### src/rtl/instruction_fetch.sv
// instruction_fetch: owns the word-indexed PC, reads instruction memory and fills the IF/ID register
module instruction_fetch #(
    parameter int unsigned ADDR_WIDTH = 32,
    parameter int unsigned RESET_PC   = 0,
    parameter int unsigned PROG_LEN   = 6
) (
    input  logic                  clk,
    input  logic                  rst_n,
    output logic [ADDR_WIDTH-1:0] imem_adrs,
    input  logic [31:0]           imem_inst,
    input  logic                  stall,
    input  logic                  branch_taken,
    input  logic [ADDR_WIDTH-1:0] branch_target,
    output logic [ADDR_WIDTH-1:0] if_pc,
    output logic [31:0]           if_inst,
    output logic                  if_valid,
    output logic                  done,
    output logic [15:0]           fetch_count
);
    localparam logic [ADDR_WIDTH-1:0] PC_RST  = ADDR_WIDTH'(RESET_PC);
    localparam logic [ADDR_WIDTH-1:0] PROG_END = ADDR_WIDTH'(PROG_LEN);

    typedef enum logic {RUN, DONE} state_t;

    state_t                state_q, state_d;
    logic [ADDR_WIDTH-1:0] pc_q, pc_d, pc_inc;
    logic [ADDR_WIDTH-1:0] if_pc_q, if_pc_d;
    logic [31:0]           if_inst_q, if_inst_d;
    logic                  if_valid_q, if_valid_d;
    logic [15:0]           fetch_count_q, fetch_count_d;

    assign pc_inc      = pc_q + 1'b1;
    assign imem_adrs   = pc_q;
    assign if_pc       = if_pc_q;
    assign if_inst     = if_inst_q;
    assign if_valid    = if_valid_q;
    assign done        = (state_q == DONE);
    assign fetch_count = fetch_count_q;

    // Next state: branch beats stall, stall freezes everything, RUN captures one word per cycle
    always_comb begin
        state_d       = state_q;
        pc_d          = pc_q;
        if_pc_d       = if_pc_q;
        if_inst_d     = if_inst_q;
        if_valid_d    = if_valid_q;
        fetch_count_d = fetch_count_q;
        if (branch_taken) begin
            pc_d       = branch_target;
            if_valid_d = 1'b0;
            state_d    = (branch_target < PROG_END) ? RUN : DONE;
        end else if (!stall) begin
            if (state_q == RUN) begin
                if_inst_d     = imem_inst;
                if_pc_d       = pc_q;
                if_valid_d    = 1'b1;
                fetch_count_d = fetch_count_q + 16'd1;
                pc_d          = pc_inc;
                state_d       = (pc_inc == PROG_END) ? DONE : RUN;
            end else begin
                if_valid_d = 1'b0;
            end
        end
    end

    // State registers with asynchronous clear; a PC starting past the program comes up DONE
    always_ff @(posedge clk or negedge rst_n) begin
        if (!rst_n) begin
            state_q       <= (PC_RST < PROG_END) ? RUN : DONE;
            pc_q          <= PC_RST;
            if_pc_q       <= '0;
            if_inst_q     <= '0;
            if_valid_q    <= 1'b0;
            fetch_count_q <= '0;
        end else begin
            state_q       <= state_d;
            pc_q          <= pc_d;
            if_pc_q       <= if_pc_d;
            if_inst_q     <= if_inst_d;
            if_valid_q    <= if_valid_d;
            fetch_count_q <= fetch_count_d;
        end
    end
endmodule
### config.mk
export PLATFORM = sky130hd
export DESIGN_NAME = instruction_fetch
export DESIGN_NICKNAME = d
export VERILOG_FILES = /design/src/rtl/instruction_fetch.sv
export SDC_FILE = /design/constraint.sdc
export NUM_CORES = 1
export LEC_CHECK = 0
export CORE_ASPECT_RATIO = 1.2
export CORE_MARGIN = 1
export CORE_UTILIZATION = 42
export DETAILED_ROUTE_END_ITERATION = 8
export PLACE_DENSITY_LB_ADDON = 0.05
export REMOVE_ABC_BUFFERS = 1
export SKIP_LAST_GASP = 1
export SYNTH_ARGS = -nofsm -noshare
export SYNTH_HDL_FRONTEND = slang
export SYNTH_SLANG_ARGS = --single-unit
### constraint.sdc
create_clock -name clk -period 2.55 [get_ports clk]
set_clock_uncertainty 0.15 [all_clocks]
set_input_delay 0.255 -clock clk [delete_from_list [all_inputs] [get_ports clk]]
set_output_delay 0.255 -clock clk [all_outputs]
set_load 0.02 [all_outputs]
== Word level (Yosys, flattened, before mapping) ==
Cells that the tools add are included.

* Register bits: 114
* Bits of input ports: 68
* Output and inout port bits: 114
* Word-level logic and storage cells: 28

* Add/sub/neg operators: 2
* $lt $le $gt $ge: 1
* Eq/ne operators: 3
* Mux-type cells: 11
* Bitwise gates (word level): 3
* Reduce and logical (&&, ||, !) cells: 2

{| class="wikitable"
|+ Operators by type and width
! kind !! number
|-
| two-way mux 32 bit || 3
|-
| adder 32 x 1 -> 32 bit, second input constant || 1
|-
| == test 32 x 3 -> 1 bit, second input constant || 1
|-
| less-than comparator 32 x 3 -> 1 bit, second input constant || 1
|-
| adder 16 x 1 -> 16 bit, second input constant || 1
|-
| two-way mux 1 bit || 8
|-
| NOT 1 bit || 3
|-
| AND reduction 3 bit || 1
|-
| inequality test 2 x 1 -> 1 bit, second input constant || 1
|-
| inequality test 2 bit, second input constant || 1
|-
| AND reduction 2 bit || 1
|}

== Depth between registers and ports, before layout ==
* Depth after elaboration: 6
* Mapped depth: 8
* Mapped depth without buffers: 8

== Worst setup path after synthesis ==
OpenSTA, ideal clock, no wires.

* Kind: reg2reg
* Start point: register pc_q[0], in the netlist imem_adrs[0]
* End point: register state_q, in the netlist done
* Library setup time: 103 ps
* Arrival time: 2647 ps
* Data required time: 2297 ps
* Setup slack: -351 ps
* Stages on the path, launching flop included: 9
* Buffers on the path: 1
* Period minus slack after synthesis: 2901 ps
* Cell sequence: dfrtp_1 > ha_1 > nand3_1 > or4_4 > buf_6 > or3_4 > a211oi_2 > nand4_1 > o41ai_2

* Word-level cells in the longest chain between the ends: 6

{| class="wikitable"
|+ Ends and longest elaborated chain
! element !! line !! text
|-
| start, declared || 26 || <nowiki>logic [ADDR_WIDTH-1:0] pc_q, pc_d, pc_inc;</nowiki>
|-
| start signal, assigned || 77 || <nowiki>pc_q <= pc_d;</nowiki>
|-
| adder 32 x 1 -> 32 bit || 32 || <nowiki>assign pc_inc = pc_q + 1'b1;</nowiki>
|-
| == test 32 x 3 -> 1 bit || 59 || <nowiki>state_d = (pc_inc == PROG_END) ? DONE : RUN;</nowiki>
|-
| two-way mux 1 bit || 59 ||
|-
| two-way mux 1 bit || 53 || <nowiki>if (state_q == RUN) begin</nowiki>
|-
| two-way mux 1 bit || 52 || <nowiki>end else if (!stall) begin</nowiki>
|-
| two-way mux 1 bit || 48 || <nowiki>if (branch_taken) begin</nowiki>
|-
| end signal, assigned || 69 || <nowiki>state_q <= (PC_RST < PROG_END) ? RUN : DONE;</nowiki>
|-
| end signal, assigned || 76 || <nowiki>state_q <= state_d;</nowiki>
|-
| end, declared || 25 || <nowiki>state_t state_q, state_d;</nowiki>
|}

No other way between the ends. The select of a mux whose other input is x is not followed.
A chain may end at the register's enable or synchronous reset.

== Worst setup path after layout ==
* Start point: register pc_q[1], in the netlist imem_adrs[1]
* End point: register state_q, in the netlist done

The elaborated chain is that of the path after synthesis.

==> metrics.md <==
| Metric | Value |
|---|---|
| TritonCTS Buffers | `17` |
| Final instance count without filler cells | `915` |
| Final ANT Viol Nets | `0` |
| Max_cap viols | `0` |
| Worst-path fanout max | `7` |
| Diodes inserted | `0` |
| Drt wl/cell | `17.7 um` |
| Worst path required time | `2720 ps` |
| Crit-path slowest cell | `or4_4` |
| Seq/Total Area, Yosys | `50.8%` |
| Critical Path Source | `imem_adrs[1]` |
| Fmax | `403 MHz` |
| IO Pins | `182` |
| Yosys top cell by area | `dfrtp_1` |
| Vias | `4818` |
| Worst hold endpoint | `imem_adrs[30]` |
| R2R Path End | `done` |
| Layout cell share with drive strength beyond 1 | `23.0%` |
| Die W | `108 um` |
| Crit-path cells | `ha_2, nand3_2, or4_4, buf_4, nor2_2, a31o_2, nand4_1, o41ai_2` |
| Buf/Inv on CP | `1` |
| Largest net degree at the start of global routing | `115` |
| Detail Placement HPWL | `11.9 mm` |
| GRT Max-Usage Layer | `met2` |
| Nature of the critical path startpoint | `flip-flop` |
| Final core occ | `66.4%` |
| Dpl cells | `883` |
| Port bufs | `181` |
| Commonest non-fill, non-tap cell in the layout | `clkdlybuf4s50_1` |
| Most frequent cells in the layout | `clkdlybuf4s50_1, dfrtp_1, mux2_2, buf_4, nand2_1` |
| Post-CTS Setup Inserts | `0` |
| First-pass iteration count of the detailed router | `4` |
| Fraction of registers with async set/reset | `100%` |
| Unrepaired setup endpoints after global routing | `yes` |
| Number of flops mapped to enable cells by yosys | `0` |
| Initial Utilization | `43.7%` |
| GRT overflow | `0` |
| Synth Register Bits | `114` |
| GR Layer Usage met2 | `40.8%` |
| CTS tree | `built` |
| RD Place Congestion | `0.822` |
| Number of fillers in the final layout | `1047` |
| Synth area leaders | `dfrtp_1, mux2_2, xnor2_1` |
| Vias in the first global route | `4904` |
| Worst vdd ir | `0.000390 V` |
| Final Hold Viols | `0` |
| Final Cycle Share | `97.3%` |
| Worst reg2reg path depth | `8` |
| Minimum clock period after layout | `2480 ps` |
| Mapped Area | `0.00561 mm^2` |
| Synth warn | `0` |
| Hold wc startpoint | `branch_taken` |
| Crit. End Element | `flip-flop` |
| Data arrival, critical path | `2650 ps` |
| Hold Path Stages | `3` |
| Iter 0 DRT Violations | `238` |
| Clock Tree Buf Depth | `2` |
| Die area | `0.0138 mm^2` |
| # rows | `45` |
| GRT Util Overall | `24.5%` |
| Slew headroom | `58.2%` |
| Worst hold margin | `95.3 ps` |
| Routed vias/inst | `5.27` |
| Global-route wire length before repair | `25.7 mm` |
| FF-to-FF setup slack | `70 ps` |
| Multi-input logic area | `0.00262 mm^2` |
| Leak | `3.56 nW` |
| Met3 Use GR | `6.53%` |
| Crit path largest cell delay | `570 ps` |
| Num Clock Sinks | `114` |
| Synth-to-layout area growth | `52.0%` |
| Met1 Usage GRT | `30.1%` |
| Cell Pwr Density | `613 mW/mm^2` |
| Chip height | `129 um` |
| Later-pin clock latency in the skew report | `420 ps` |
| CTS H-tree lvls | `4` |
| Outcome | `finished, final reports clean` |
| DRC errors left | `0` |
| Worst-path clk slew | `60 ps` |
| Clock root buffer master | `clkbuf_16` |
| CP delay by family, top | `simple AND/OR/NAND/NOR gates` |
| Setup TNS | `0 ps` |
| Final Max Slew Viols | `0` |
| Yosys cell types | `47` |
| Final setup vio count | `0` |
| Crit Path Category | `reg -> reg` |
| Total routed wirelength | `16.2 mm` |
| Synth top area share | `50.8%` |
| Final Power | `5.23 mW` |
| Final Net Count | `810` |
| Cells after synthesis | `519` |
| Register Area | `0.00285 mm^2` |
| Ys flop type | `dfrtp_1` |
| Initial antenna violation count | `0` |
| CORE AREA | `0.0128 mm^2` |
| Syn avg cell area | `10.8 um^2` |
| Worst-Margin Slew | `627 ps` |
| R2R Path Start | `imem_adrs[1]` |
| Hold WC Path Type | `in -> reg` |
## cell type report
cell class	count	share of cell area, %
Sequential cell	114	33.5
Multi-Input combinational cell	362	30.7
Timing Repair Buffer	239	26.6
Clock buffer	23	5.72
Tap cell	164	2.41
Clock inverter	8	0.924
Inverter	5	0.220
## registers in the layout, indices dropped and copies added (netlist names)
signal / flops
fetch_count: 16
if_inst: 32
if_pc: 32
imem_adrs: 32
if_valid: 1
done: 1
## layer usage
metal | vias to the layer above | share of wire, %
li1 | 2297 | -
met1 | 2336 | 42
met2 | 152 | 50
met3 | 33 | 4.9
met4 | 0 | 2.8
met5 | - | 0
## metrics by stage
step | worst slack [ps] | instance area, um^2
floorplan | -4180 | 5450
global route | -9.85 | 8530
global placement | 66.8 | 7920
detailed placement | -3.61 | 7920
CTS | 2.75 | 8490
finish | 68.9 | 8530
## what timing repair did
| action | in CTS | in global routing |
|---|---|---|
| hold buffers | 1 | 0 |
| endpoints found under the hold margin | 114 | 0 |
| resized for setup | 0 | 9 |
| setup endpoints to repair | 0 | 2 |
## synth_stat cells (all sizes together) (2+ instances only)
cell,n
dfrtp,114
mux2,66
nand2,50
o21ai,36
xnor2,34
nand3,27
clkbuf,26
nor2,25
nor4,21
xor2,20
nand4,17
buf,12
nor3,11
and3,6
and4,6
a21oi,5
inv,5
or4,5
a211oi,4
o31a,4
ha,3
nand2b,3
o21a,2
o31ai,2
or3,2
## report_power, final
group	switching, mW	internal (mW)
clock network	0.818	1.43
registers	0.0963	1.93
logic	0.464	0.485
## worst register-to-register path, cell delays in order, from the launching register on
cell	delay (ps)
dfrtp_1	410
ha_2	220
nand3_2	70
or4_4	570
buf_4	180
nor2_2	140
a31o_2	190
nand4_1	110
o41ai_2	340
## how the worst max path moves through the flow
stage               cells past startpoint         endpoint
floorplan                               5  fetch_count[15]
global placement                        7             done
detailed placement                      7             done
CTS                                     7             done
global route                            8    imem_adrs[18]
finish                                  8             done
## kinds of logic after synthesis
logic type / count (synthesis) / share of synthesized area, %
mux: 66 / 13.2
fa+ha+maj: 3 / 0.669
buf+inv: 43 / 3.23
compound gates: 61 / 6.91
flops: 114 / 50.8
simple gates: 178 / 16.7
xor+xnor: 54 / 8.43
Power figures use the tool's default switching activity.
